`src/rtl/spi_reg_bridge_if.sv`:
```
// Byte-stream and register-bus bundle between the SPI slave, the bridge and the register file.
// The bridge uses the master modport; the SPI slave / register-file side uses the slave modport.
interface spi_reg_bridge_if #(
  parameter int ADDR_W = 7
);
  logic              frame_start;
  logic              frame_end;
  logic              rx_valid;
  logic [7:0]        rx_byte;
  logic [7:0]        tx_byte;
  logic              tx_valid;
  logic [ADDR_W-1:0] reg_addr;
  logic [7:0]        reg_wdata;
  logic              reg_we;
  logic              reg_re;
  logic [7:0]        reg_rdata;

  modport master (
    input  frame_start, frame_end, rx_valid, rx_byte, reg_rdata,
    output tx_byte, tx_valid, reg_addr, reg_wdata, reg_we, reg_re
  );

  modport slave (
    output frame_start, frame_end, rx_valid, rx_byte, reg_rdata,
    input  tx_byte, tx_valid, reg_addr, reg_wdata, reg_we, reg_re
  );
endinterface

```
`src/rtl/spi_reg_bridge.sv`:
```
// Parses CS-framed SPI byte streams (<cmd><data...>) into register-bus reads and writes
// with address auto-increment; read data is handed back as the next byte to shift out.
module spi_reg_bridge #(
  parameter int         ADDR_W   = 7,
  parameter bit         AUTO_INC = 1'b1,
  parameter logic [7:0] IDLE_TX  = 8'hA5
) (
  input  logic             clk,
  input  logic             rst,
  spi_reg_bridge_if.master bus,
  output logic             busy
);

  typedef enum logic [2:0] {
    IDLE,
    CMD,
    WR,
    RD_REQ,
    RD_WAIT,
    RD_STREAM
  } state_t;

  localparam logic [ADDR_W-1:0] ADDR_STEP = ADDR_W'(AUTO_INC);

  state_t            state;
  logic [ADDR_W-1:0] addr;
  logic [ADDR_W-1:0] cmd_addr;
  logic [ADDR_W-1:0] next_addr;

  assign cmd_addr  = ADDR_W'(bus.rx_byte[6:0]);
  assign next_addr = addr + ADDR_STEP;

  // frame_end outranks everything (including a coincident byte), then frame_start restarts.
  always_ff @(posedge clk or posedge rst) begin
    if (rst) begin
      state         <= IDLE;
      addr          <= '0;
      busy          <= 1'b0;
      bus.tx_byte   <= IDLE_TX;
      bus.tx_valid  <= 1'b0;
      bus.reg_addr  <= '0;
      bus.reg_wdata <= '0;
      bus.reg_we    <= 1'b0;
      bus.reg_re    <= 1'b0;
    end else begin
      bus.tx_valid <= 1'b0;
      bus.reg_we   <= 1'b0;
      bus.reg_re   <= 1'b0;
      if (bus.frame_end) begin
        state <= IDLE;
        busy  <= 1'b0;
      end else if (bus.frame_start) begin
        state        <= CMD;
        busy         <= 1'b1;
        bus.tx_byte  <= IDLE_TX;
        bus.tx_valid <= 1'b1;
      end else begin
        case (state)
          IDLE: ;
          CMD: begin
            if (bus.rx_valid) begin
              addr <= cmd_addr;
              if (bus.rx_byte[7]) begin
                bus.reg_re   <= 1'b1;
                bus.reg_addr <= cmd_addr;
                state        <= RD_REQ;
              end else begin
                state <= WR;
              end
            end
          end
          WR: begin
            if (bus.rx_valid) begin
              bus.reg_we    <= 1'b1;
              bus.reg_addr  <= addr;
              bus.reg_wdata <= bus.rx_byte;
              bus.tx_byte   <= IDLE_TX;
              bus.tx_valid  <= 1'b1;
              addr          <= next_addr;
            end
          end
          // The strobe is already on the bus during this cycle; bytes arriving now are dropped.
          RD_REQ: state <= RD_WAIT;
          RD_WAIT: begin
            bus.tx_byte  <= bus.reg_rdata;
            bus.tx_valid <= 1'b1;
            state        <= RD_STREAM;
          end
          RD_STREAM: begin
            if (bus.rx_valid) begin
              addr         <= next_addr;
              bus.reg_re   <= 1'b1;
              bus.reg_addr <= next_addr;
              state        <= RD_REQ;
            end
          end
          default: state <= IDLE;
        endcase
      end
    end
  end

endmodule

```
`src/flat_wrapper.sv`:
```
// flat-port wrapper written by rule: the top's interface ports become plain ports
module spi_reg_bridge_flat 
#(
  parameter int         ADDR_W   = 7,
  parameter bit         AUTO_INC = 1'b1,
  parameter logic [7:0] IDLE_TX  = 8'hA5
)
  (clk, rst, busy, bus_frame_start, bus_frame_end, bus_rx_valid, bus_rx_byte, bus_reg_rdata, bus_tx_byte, bus_tx_valid, bus_reg_addr, bus_reg_wdata, bus_reg_we, bus_reg_re);
  spi_reg_bridge_if #(.ADDR_W(ADDR_W)) bus_i ();
  input  logic clk;
  input  logic rst;
  output logic busy;
  input wire logic [$bits(bus_i.frame_start)-1:0] bus_frame_start;
  input wire logic [$bits(bus_i.frame_end)-1:0] bus_frame_end;
  input wire logic [$bits(bus_i.rx_valid)-1:0] bus_rx_valid;
  input wire logic [$bits(bus_i.rx_byte)-1:0] bus_rx_byte;
  input wire logic [$bits(bus_i.reg_rdata)-1:0] bus_reg_rdata;
  output wire logic [$bits(bus_i.tx_byte)-1:0] bus_tx_byte;
  output wire logic [$bits(bus_i.tx_valid)-1:0] bus_tx_valid;
  output wire logic [$bits(bus_i.reg_addr)-1:0] bus_reg_addr;
  output wire logic [$bits(bus_i.reg_wdata)-1:0] bus_reg_wdata;
  output wire logic [$bits(bus_i.reg_we)-1:0] bus_reg_we;
  output wire logic [$bits(bus_i.reg_re)-1:0] bus_reg_re;
  assign bus_i.frame_start = bus_frame_start;
  assign bus_i.frame_end = bus_frame_end;
  assign bus_i.rx_valid = bus_rx_valid;
  assign bus_i.rx_byte = bus_rx_byte;
  assign bus_i.reg_rdata = bus_reg_rdata;
  assign bus_tx_byte = bus_i.tx_byte;
  assign bus_tx_valid = bus_i.tx_valid;
  assign bus_reg_addr = bus_i.reg_addr;
  assign bus_reg_wdata = bus_i.reg_wdata;
  assign bus_reg_we = bus_i.reg_we;
  assign bus_reg_re = bus_i.reg_re;
  spi_reg_bridge #(.ADDR_W(ADDR_W), .AUTO_INC(AUTO_INC), .IDLE_TX(IDLE_TX)) u_core (.clk(clk), .rst(rst), .bus(bus_i), .busy(busy));
endmodule
```
`config.mk`:
```
export PLATFORM = sky130hd
export DESIGN_NAME = spi_reg_bridge_flat
export DESIGN_NICKNAME = d
export VERILOG_FILES = /design/src/rtl/spi_reg_bridge_if.sv /design/src/rtl/spi_reg_bridge.sv /design/src/flat_wrapper.sv
export SDC_FILE = /design/constraint.sdc
export NUM_CORES = 1
export LEC_CHECK = 0
export ABC_AREA = 1
export BUFFER_PORTS_ARGS = -buffer_cell sky130_fd_sc_hd__buf_2
export CORE_MARGIN = 4
export CORE_UTILIZATION = 45
export DETAILED_ROUTE_END_ITERATION = 6
export GPL_TIMING_DRIVEN = 0
export PLACE_DENSITY = 0.69
export SLEW_MARGIN = 15
export SYNTH_ARGS = -nofsm -noshare
export SYNTH_HDL_FRONTEND = slang
export SYNTH_SLANG_ARGS = --single-unit
```
`constraint.sdc`:
```
create_clock -name clk -period 3 [get_ports clk]
set_input_delay 0.6 -clock clk [delete_from_list [all_inputs] [get_ports clk]]
set_output_delay 0.6 -clock clk [all_outputs]
set_load 0.01 [all_outputs]
```
==> results.json <==
{
  "tns_ps": 0,
  "ys_async_sr_fraction": 1.00,
  "grt_pass1_wl_mm": 7.38,
  "hold_buffers": 0,
  "clockBufferDepth": 2,
  "crit_family": "flip-flops",
  "place.gp.congestion": 0.822,
  "port_buffers": 47,
  "yosysMostFrequentCell": "nand2_1",
  "cts_max_level": 2,
  "power_density_nw_per_um2": 595,
  "rows": 23,
  "cp_slowest_cell": "dfstp_2",
  "fp.dieW_microns": 74.1,
  "ys_warn_count": 0,
  "core_area_sq_um": 4120,
  "postRouteAntennaNets": 0,
  "netlist_area_sq_um": 1960,
  "dr.pass1.iters": 4,
  "clk-insertion-delay-late_ps": 290,
  "crit_fanout": 2,
  "required_ps": 2400,
  "n_fill_cell": 402,
  "maxSlewViolCount": 0,
  "synth_edf_count": 0,
  "clk_pin_slew_worst_paths_ps": 70,
  "worst-endpoint-arrival_ps": 930,
  "worst_pin_slew_ps": 778,
  "fin_hold_ws_ps": 453,
  "finalSetupViolations": 0,
  "yosys_most_used_dff": "dfrtp_1",
  "avgSynthCellArea_sq_um": 7.83,
  "drtIter0Drc": 68,
  "viasPerCell": 4.89,
  "synth_commonest_cells": "nand2_1 (107), dfrtp_1 (33), nand3_1 (32)",
  "cts_tree": "done",
  "overflow": 0,
  "vias": 1742,
  "root_buffer": "clkbuf_8",
  "wirelength_mm": 4.35,
  "cts-resized-gates": 0,
  "p_leak_nw": 1.35,
  "post-route-drc-count": 0,
  "grt_pass1_vias": 1630,
  "peakVddDrop_v": 0.000368,
  "synth_area_leaders": "dfrtp_1 (42%), nand2_1 (20%), nand3_1 (8.2%), dfstp_2 (5.4%), inv_1 (3.8%)",
  "n_antenna_cell": 0,
  "path_class": "reg2out",
  "start_util": 0.477,
  "finalNetCount": 327,
  "numCtsBuffers": 5,
  "max_slew_margin": 0.481,
  "synth_cell_type_count": 27,
  "hp-class": "in2async",
  "clock.fmax_ghz": 0.653,
  "drv_cap": 0,
  "outcome": "complete, no violations",
  "die_area_sq_um": 5490,
  "fin_crit_ps": 1530,
  "cp_num_buf_inv": 1,
  "cp-end-kind": "output port",
  "syn_nets": 273,
  "pin_count": 48,
  "cts_setup_buffers": 0,
  "clkSinkCount": 37,
  "rrSetupSlack_ps": 1510,
  "fin_skew_ps": 5.75,
  "synth_top_area_cell": "dfrtp_1",
  "crit_chain": "buf_2",
  "cp_slowest_stage_delay_ps": 530,
  "fin_crit_sh": 0.510,
  "grt_max_degree": 38,
  "layout-drive-gt1-share": 0.275,
  "die_h_microns": 74.1,
  "synth_top_cell_area_share": 0.420,
  "synthCells": 251,
  "crit_path_start_kind": "flip-flop",
  "area_growth_pct": 19.7,
  "dpl.hpwl_mm": 3.12,
  "finalHoldViolCount": 0,
  "ys_seq_area_frac": 0.474,
  "antenna_found_initial": 0,
  "wl_per_cell_microns": 12.2,
  "synth_seq_cells": 37,
  "grt_use_total": 0.174,
  "rsz0062_at_grt": "false"
}
## layout by cell type, fill, tap and decap left out, types with 3 or more instances in the layout
master and n:
inv_1 19, nor2_1 10, buf_2 48, dfstp_2 4
o21ai_0 7, o21ai_1 4, a21oi_1 3, nand3_1 32
dfrtp_1 33, o21ai_2 7, nand2_1 107, nand2_2 3
clkbuf_8 6, clkbuf_1 3
## power breakdown
group / internal [mW] / switching, mW / leakage [nW]
Sequential: 0.599 / 0.0775 / 0.477
Clock: 0.187 / 0.167 / 0.0455
Combinational: 0.146 / 0.222 / 0.825
Total: 0.933 / 0.466 / 1.35
## per-layer routing
metal,part of all wire,routed length (microns),vias to the layer above,global-route usage
met5,0,0,-,0
met4,0.015,66,0,0.0604
met3,0.058,254,6,0.0446
met2,0.47,2030,52,0.282
met1,0.46,2000,782,0.227
li1,-,-,902,-
## cell families (layout without fill, tap and decap cells)
kind of cell	Yosys count	after routing	share of synthesized area
and+or+nand+nor	163	163	0.383
DFF	37	37	0.474
buffers and inverters	26	81	0.0573
AOI/OAI and AO/OA	23	23	0.0745
adders and majority gates	1	1	0.00637
xor gates and xnor gates	1	1	0.00446
## registers in the layout, summed over array words and instances (netlist names)
name                  count
u_core.busy               1
u_core.bus.tx_valid       1
u_core.addr               7
u_core.bus.tx_byte        8
u_core.bus.reg_wdata      8
u_core.bus.reg_we         1
u_core.bus.reg_re         1
u_core.bus.reg_addr       7
u_core.state              3
## metrics by stage
stage / cells / setup WS, ps / power [mW] / utilization / cell area (sq um)
floorplan: 251 / 1540 / 0.923 / - / 1960
global placement: 348 / 1080 / 1.04 / 0.550 / 2260
detailed placement: 348 / 1240 / 1.05 / 0.550 / 2260
CTS: 356 / 1450 / 1.41 / 0.572 / 2350
global route: 356 / 1380 / 1.50 / 0.572 / 2350
finish: 356 / 1470 / 1.40 / 0.572 / 2350
## path summary, 6_finish.rpt
path,start,end,cells past startpoint
max,u_core.bus.tx_byte[2],bus_tx_byte[2],1
min,rst,u_core.bus.reg_addr[0],2
max reg2reg,u_core.state[1],u_core.bus.reg_addr[4],8
min reg2reg,u_core.bus.tx_byte[4],u_core.bus.tx_byte[4],2
max in group asynchronous,rst,u_core.addr[5],2
min in group clk,u_core.bus.tx_byte[4],u_core.bus.tx_byte[4],2
## cell type report
class	instances	area, sq um	share of cell area
Tap cell	50	62.6	0.0266
Clock buffer	8	90.1	0.0383
Timing Repair Buffer	47	235	0.100
Sequential cell	37	931	0.396
Multi-Input combinational cell	188	921	0.391
Inverter	22	85.1	0.0362
Buffer	4	27.5	0.0117
Note: power is estimated with default switching activity, not from simulation.
